### config.mk
export PLATFORM = sky130hd
export DESIGN_NAME = line_transfer_engine
export DESIGN_NICKNAME = d
export VERILOG_FILES = /design/src/rtl/line_transfer_engine.sv
export SDC_FILE = /design/constraint.sdc
export NUM_CORES = 1
export LEC_CHECK = 0
export CORE_AREA = 3 3 493 495
export DETAILED_ROUTE_END_ITERATION = 10
export DIE_AREA = 0 0 496 498
export SYNTH_ARGS = -nofsm -noshare
export SYNTH_HDL_FRONTEND = slang
export SYNTH_SLANG_ARGS = --single-unit
export TNS_END_PERCENT = 30
### constraint.sdc
create_clock -name clk -period 3.4 [get_ports clk]
set_input_delay 1.02 -clock clk [delete_from_list [all_inputs] [get_ports clk]]
set_output_delay 1.02 -clock clk [all_outputs]
set_load 0.03 [all_outputs]
### src/rtl/line_transfer_engine.sv
// Cache line transfer engine: optional dirty-victim writeback burst, then line fill into the data array.
// Define LTE_PERF_CNT_EN to add the wb_count / fill_count performance counters.
module line_transfer_engine #(
   parameter int unsigned LINE_SIZE     = 64,
   parameter int unsigned NUM_SETS      = 64,
   parameter int unsigned ASSOCIATIVITY = 4,
   parameter int unsigned MEM_WIDTH     = 64,
   parameter int unsigned ADDR_WIDTH    = 32
) (
   input  logic                             clk,
   input  logic                             rst_n,
   input  logic                             req_valid,
   output logic                             req_ready,
   input  logic                             req_dirty,
   input  logic [$clog2(NUM_SETS)-1:0]      req_index,
   input  logic [$clog2(ASSOCIATIVITY)-1:0] req_way,
   input  logic [ADDR_WIDTH-1:0]            req_wb_addr,
   input  logic [ADDR_WIDTH-1:0]            req_fill_addr,
   output logic                             done,
`ifdef LTE_PERF_CNT_EN
   output logic [31:0]                      wb_count,
   output logic [31:0]                      fill_count,
`endif
   output logic                             da_line_read_en,
   output logic                             da_line_write_en,
   output logic [$clog2(NUM_SETS)-1:0]      da_index,
   output logic [$clog2(ASSOCIATIVITY)-1:0] da_way,
   output logic [LINE_SIZE*8-1:0]           da_line_write_data,
   input  logic [LINE_SIZE*8-1:0]           da_line_read_data,
   output logic                             mem_req_valid,
   input  logic                             mem_req_ready,
   output logic                             mem_req_write,
   output logic [ADDR_WIDTH-1:0]            mem_req_addr,
   output logic                             mem_wdata_valid,
   input  logic                             mem_wdata_ready,
   output logic [MEM_WIDTH-1:0]             mem_wdata,
   output logic                             mem_wlast,
   input  logic                             mem_rdata_valid,
   output logic                             mem_rdata_ready,
   input  logic [MEM_WIDTH-1:0]             mem_rdata
);

   localparam int unsigned BEATS = (LINE_SIZE * 8) / MEM_WIDTH;
   localparam int unsigned CNT_W = (BEATS > 1) ? $clog2(BEATS) : 1;
   localparam logic [CNT_W-1:0] LAST_BEAT = CNT_W'(BEATS - 1);

   typedef enum logic [3:0] {
      StIdle,
      StWbRd,
      StWbCap,
      StWbAreq,
      StWbData,
      StFillAreq,
      StFillData,
      StFillWr,
      StDone
   } state_e;

   state_e                           state;
   logic [CNT_W-1:0]                 beat;
   logic [BEATS-1:0][MEM_WIDTH-1:0]  line_buf;
   logic [ADDR_WIDTH-1:0]            wb_addr;
   logic [ADDR_WIDTH-1:0]            fill_addr;

   // One buffer serves both directions: victim line on the way out, fill line on the way in.
   assign da_line_write_data = line_buf;
   assign mem_wdata          = line_buf[beat];

   always_ff @(posedge clk) begin
      if (!rst_n) begin
         state            <= StIdle;
         req_ready        <= 1'b1;
         done             <= 1'b0;
         da_line_read_en  <= 1'b0;
         da_line_write_en <= 1'b0;
         da_index         <= '0;
         da_way           <= '0;
         mem_req_valid    <= 1'b0;
         mem_req_write    <= 1'b0;
         mem_req_addr     <= '0;
         mem_wdata_valid  <= 1'b0;
         mem_wlast        <= 1'b0;
         mem_rdata_ready  <= 1'b0;
         beat             <= '0;
         line_buf         <= '0;
         wb_addr          <= '0;
         fill_addr        <= '0;
`ifdef LTE_PERF_CNT_EN
         wb_count         <= '0;
         fill_count       <= '0;
`endif
      end else begin
         done             <= 1'b0;
         da_line_read_en  <= 1'b0;
         da_line_write_en <= 1'b0;
         unique case (state)
            StIdle: begin
               if (req_valid) begin
                  req_ready <= 1'b0;
                  da_index  <= req_index;
                  da_way    <= req_way;
                  wb_addr   <= req_wb_addr;
                  fill_addr <= req_fill_addr;
                  beat      <= '0;
                  if (req_dirty) begin
                     state           <= StWbRd;
                     da_line_read_en <= 1'b1;
                  end else begin
                     state         <= StFillAreq;
                     mem_req_valid <= 1'b1;
                     mem_req_write <= 1'b0;
                     mem_req_addr  <= req_fill_addr;
                  end
               end
            end
            StWbRd: begin
               state <= StWbCap;
            end
            StWbCap: begin
               line_buf      <= da_line_read_data;
               state         <= StWbAreq;
               mem_req_valid <= 1'b1;
               mem_req_write <= 1'b1;
               mem_req_addr  <= wb_addr;
            end
            StWbAreq: begin
               if (mem_req_ready) begin
                  mem_req_valid   <= 1'b0;
                  state           <= StWbData;
                  beat            <= '0;
                  mem_wdata_valid <= 1'b1;
                  mem_wlast       <= (BEATS == 1);
               end
            end
            StWbData: begin
               if (mem_wdata_ready) begin
                  if (beat == LAST_BEAT) begin
                     mem_wdata_valid <= 1'b0;
                     mem_wlast       <= 1'b0;
                     beat            <= '0;
                     state           <= StFillAreq;
                     mem_req_valid   <= 1'b1;
                     mem_req_write   <= 1'b0;
                     mem_req_addr    <= fill_addr;
`ifdef LTE_PERF_CNT_EN
                     wb_count        <= wb_count + 32'd1;
`endif
                  end else begin
                     beat      <= beat + 1'b1;
                     mem_wlast <= (beat == LAST_BEAT - 1'b1);
                  end
               end
            end
            StFillAreq: begin
               if (mem_req_ready) begin
                  mem_req_valid   <= 1'b0;
                  state           <= StFillData;
                  beat            <= '0;
                  mem_rdata_ready <= 1'b1;
               end
            end
            StFillData: begin
               if (mem_rdata_valid) begin
                  line_buf[beat] <= mem_rdata;
                  if (beat == LAST_BEAT) begin
                     mem_rdata_ready  <= 1'b0;
                     beat             <= '0;
                     state            <= StFillWr;
                     da_line_write_en <= 1'b1;
                  end else begin
                     beat <= beat + 1'b1;
                  end
               end
            end
            StFillWr: begin
               state <= StDone;
               done  <= 1'b1;
`ifdef LTE_PERF_CNT_EN
               fill_count <= fill_count + 32'd1;
`endif
            end
            StDone: begin
               state     <= StIdle;
               req_ready <= 1'b1;
            end
            default: begin
               state     <= StIdle;
               req_ready <= 1'b1;
            end
         endcase
      end
   end

endmodule

---- Word level (Yosys, flattened, before mapping) ----
Index checks and enable logic that the tools add are counted.
storage, ports and cells
  flip-flop bits (word level) ............. 632
  input bits .............................. 655
  output and inout port bits .............. 625
operators by class
  add/sub/neg operators ................... 1
  order comparisons ....................... 2
  equality and inequality tests ........... 18
  multiplexer cells ....................... 50
  bitwise operators ....................... 1
  reductions and logical operators ........ 22
operators with widths
  kind                                                              number
  512-bit case mux with 2 select lines                              1
  512-bit bitwise mux                                               1
  512-bit two-way mux                                               1
  64-bit binary-select mux with 3-bit select                        1
  64-bit demux with 3-bit select                                    1
  32-bit two-way mux                                                4
  64-bit two-way mux                                                2
  32-bit case mux with 3 select lines                               1
  4-bit case mux with 8 select lines                                1
  4-bit two-way mux                                                 7
  3-bit two-way mux                                                 6
  1-bit two-way mux                                                 17
  4-bit by 3-bit == test with 1-bit output (second input constant)  4
  2-bit inequality test (second input constant)                     8
  3-bit case mux with 4 select lines                                1
  5-bit AND reduction                                               2
  3-bit AND reduction                                               3
  4-bit by 2-bit == test with 1-bit output (second input constant)  2
  1-bit case mux with 2 select lines                                4
  4-bit AND reduction                                               2
  4-bit nonzero test                                                2
  7-bit AND reduction                                               1
  7-bit OR reduction                                                1
  3-bit == test (second input constant)                             2
  15 further kinds                                                  19

---- Depth between registers and ports, before layout ----
  depth in word-level cells ............... 7
  mapped depth ............................ 8
  mapped depth without buffers ............ 6

---- Worst setup path after synthesis ----
No wires, ideal clock.
  kind .................................... register -> output
  start point ............................. register beat[0]
  end point ............................... output mem_wdata[11]
  arrival ................................. 2314 ps
  path slack .............................. 66 ps
  cell stages (with the launch flop) ...... 8
  buffers on the path ..................... 4
  cells stage by stage .................... dfxtp_1 buf_2 buf_2 buf_2 nor2_1 clkbuf_1 a221oi_1 o21ai_0
on the way
  longest elaborated chain between the ends .. 2
RTL lines
  item                                        line  source
  start: declaration                          60    logic [CNT_W-1:0] beat;
  start signal: assignment                    149   beat <= beat + 1'b1;
  start signal: assignment                    171   beat <= beat + 1'b1;
  64-bit binary-select mux with 3-bit select  67    assign mem_wdata = line_buf[beat];
  64-bit two-way mux (not written as such)    67
  end: declaration                            36    output logic [MEM_WIDTH-1:0] mem_wdata,
No other way between the ends. The select of a mux whose other input is x is not followed.

---- Worst setup path after layout ----
  start point ............................. register beat[2]
  end point ............................... output mem_wdata[41]
The elaborated chain is that of the path after synthesis.

==> flow_metrics.env <==
export IMPL_start_util_pct=13.63
export IMPL_fin_cells=8686
export IMPL_min_period_ns=3.753
export IMPL_placed_area_um2=50710
export IMPL_rows=179
export IMPL_gp_congestion=0.9473
export IMPL_drive_gt1_share_pct=15.67
export IMPL_dpl_hpwl_um=258800
export IMPL_antenna_found_initial=142
export IMPL_syn_to_final_growth_pct=75.97
export IMPL_drv_cap=0
export IMPL_cts_htree_levels=3
export IMPL_drtIter0Drc=5114
export IMPL_clock_sinks=632
export IMPL_power_mw=48.53
export IMPL_clk_pin_slew_ns=0.06
export IMPL_setup_ws_ns=-0.3532
export IMPL_synth_distinct_cells=67
export IMPL_crit_fanout=7
export IMPL_syn_inst=4129
export IMPL_regArea_um2=12660
export IMPL_die_height_um=498
export IMPL_avgViaCountPerCell=4.921
export IMPL_cts_made_buffers=87
export IMPL_avgSynthCellArea_um2=7.865
export IMPL_cp_required_ns=2.38
export IMPL_num_io_pins=1280
export IMPL_status="complete, but fails checks"
export IMPL_rsz0062_at_grt="true"
export IMPL_min_path_type="reg -> reg"
export IMPL_violations="setup timing"
export IMPL_cts_tree="done"
export IMPL_fin_nets=6044
export IMPL_place_inst=8334
export IMPL_routed_wl_um=336000
export IMPL_dr_pass1_iters=9
export IMPL_cts_hold_buf=0
export IMPL_p_leak_nw=20.84
export IMPL_track_usage_pct=25.57
export IMPL_via_count=42740
export IMPL_die_area_um2=247000
export IMPL_ant_nets=0
export IMPL_max_freq_ghz=0.2664
export IMPL_cp_start_kind="flop"
export IMPL_yosysWarnings=0
export IMPL_synth_async_reset_ratio_pct=0
export IMPL_end_kind="output port"
export IMPL_final_area_um2=57140
export IMPL_insertion_delay_ns=0.75
export IMPL_synth_nets=4787
export IMPL_powerDensity_nw_per_um2=849.3
export IMPL_grt_ovfl_total=0
export IMPL_synth_seq_cells=632
export IMPL_synth_flop_cell="dfxtp_1"
export IMPL_syn_area_um2=32470
export IMPL_fin_setup_tns_ns=-12.85
export IMPL_clk_path_buf_depth=3
export IMPL_fillers=25870
export IMPL_synth_edff_count=0
export IMPL_grt_pass1_wl_um=422400
export IMPL_min_period_over_period_pct=110.4
export IMPL_ys_seq_area_share_pct=38.96
export IMPL_slew_headroom_pct=3.164
export IMPL_ir_drop_v=0.0003848
export IMPL_drc=0
export IMPL_finalClockSkew_ns=0.05021
export IMPL_port_buffers=1279
export IMPL_hold_violations=0
export IMPL_cts_root_buf="clkbuf_16"
export IMPL_fp_dieW_um=496
export IMPL_multiInputGateArea_um2=19480
export IMPL_maxSlewViolCount=0
export IMPL_grt_pass1_vias=40530
export IMPL_tightest_slew_ns=1.447
export IMPL_critical_path_class="reg -> out"
export IMPL_grt_start_max_net_pins=160
export IMPL_setup_viol=63
export IMPL_coreArea_um2=238300
export IMPL_cp_data_arrival_time_ns=2.73
export IMPL_wl_per_cell_um=38.69
==> cell usage in the layout, fill, tap and decap left out, drive strengths merged, types with 4 or more instances in the layout <==
| cell | n |
|---|---|
| a211oi | 31 |
| a21oi | 254 |
| a221oi | 64 |
| a222oi | 4 |
| a22o | 13 |
| a22oi | 519 |
| and2 | 35 |
| and3 | 35 |
| buf | 428 |
| bufinv | 12 |
| clkbuf | 129 |
| clkdlybuf4s50 | 1191 |
| clkinv | 21 |
| dfxtp | 632 |
| diode | 62 |
| inv | 10 |
| mux2 | 53 |
| mux2i | 36 |
| mux4 | 16 |
| nand2 | 661 |
| nand2b | 4 |
| nand3 | 21 |
| nand3b | 6 |
| nor2 | 41 |
| nor2b | 9 |
| nor3 | 5 |
| nor3b | 4 |
| nor4b | 33 |
| o21ai | 610 |
| o221ai | 12 |
| o22ai | 5 |
| o2bb2ai | 5 |
| or3 | 513 |
| or3b | 4 |
==> worst max-delay path: stages, from the launching register on <==
cell	delay [ns]
dfxtp_4	0.39
buf_12	0.15
buf_6	0.11
buf_8	0.12
nor2b_4	0.15
buf_12	0.21
a221oi_2	0.10
o211ai_1	0.45
clkbuf_16	0.26
==> registers in the layout, summed over array words and instances, names as in the netlist, 2 cells and up <==
name,flops
beat,3
da_way,2
da_index,6
wb_addr,32
fill_addr,32
mem_req_addr,32
da_line_write_data,512
state,4
==> metal layers <==
metal	GRT usage, %	share of wire (%)
met5	0	0.073
met4	13.12	5.7
met3	10.75	12
met2	38.84	43
met1	30.59	38
==> cell type report <==
cell class | instances | share of cell area, %
diodes | 62 | 0.2715
inverters | 6 | 0.09415
clock buffers | 120 | 4.344
well taps | 3167 | 6.935
multi-input cells | 3029 | 34.09
repair buffers | 1630 | 30.92
flip-flops and latches | 632 | 22.16
clock inverters | 40 | 1.187
==> metrics by stage <==
stage / util (%) / hold WS (ns) / setup slack (ns)
floorplan: - / 0.4316 / 0.06571
global placement: 21.28 / 0.4414 / -0.7040
detailed placement: 21.28 / 0.4464 / -0.7062
CTS: 23.15 / 0.4548 / -0.4994
global route: 23.97 / 0.4711 / -0.5293
finish: 23.98 / 0.4515 / -0.3532
==> report_power, final <==
part / internal, mW / total [mW] / leakage (nW) / switching, mW
logic: 8.87 / 24.6 / 14.1 / 15.8
clock network: 6.10 / 10.4 / 1.54 / 4.30
registers: 9.88 / 13.5 / 5.17 / 3.62
total: 24.9 / 48.5 / 20.8 / 23.7
==> cells in the mapped netlist, drive strengths merged (6+ instances only) <==
library cell  number  area share, %
o221ai            12           0.32
a21oi            254            3.9
a22o              13           0.35
nor2              41           0.47
and3              35           0.67
o21ai            610            9.5
nor2b              9           0.17
mux2i             36            1.1
a221oi            64            1.7
nand3b             6           0.14
mux4              16            1.1
buf               67            1.1
or3              513            9.9
dfxtp            632             39
mux2              53            1.8
clkbuf           395            4.6
nand3             21           0.32
a22oi            519             12
a211oi            31           0.72
and2              35           0.67
nand2            661            7.6
nor4b             33           0.91
==> what timing repair did <==
action | CTS | global route
setup buffers | 32 | 97
pin swaps | 18 | 49
cloned | 2 | 6
gates resized for setup | 180 | 162
endpoints found under the setup margin | 64 | 64
==> final timing paths <==
kind / to / depth (start not counted) / slack [ns] / from
worst max-delay path: mem_wdata[41] / 8 / -0.35 / beat[2]
worst min-delay path: da_index[0] / 2 / 0.45 / da_index[0]
worst max register to register: da_line_write_data[279] / 8 / 0.30 / beat[2]
worst min register to register: da_index[0] / 2 / 0.45 / da_index[0]
==> cell families (layout without fill, tap and decap cells) <==
family / after synthesis / count (layout) / share of synthesized area, %
compound gates: 1539 / 1539 / 29.51
flops: 632 / 632 / 38.96
xor+xnor: 1 / 1 / 0.02698
fa+ha+maj: 3 / 3 / 0.1156
mux: 105 / 105 / 4.057
simple gates: 1381 / 1381 / 21.55
other cells: 0 / 62 / 0
buf+inv: 468 / 1796 / 5.779
(Power assumes the default switching activity.)
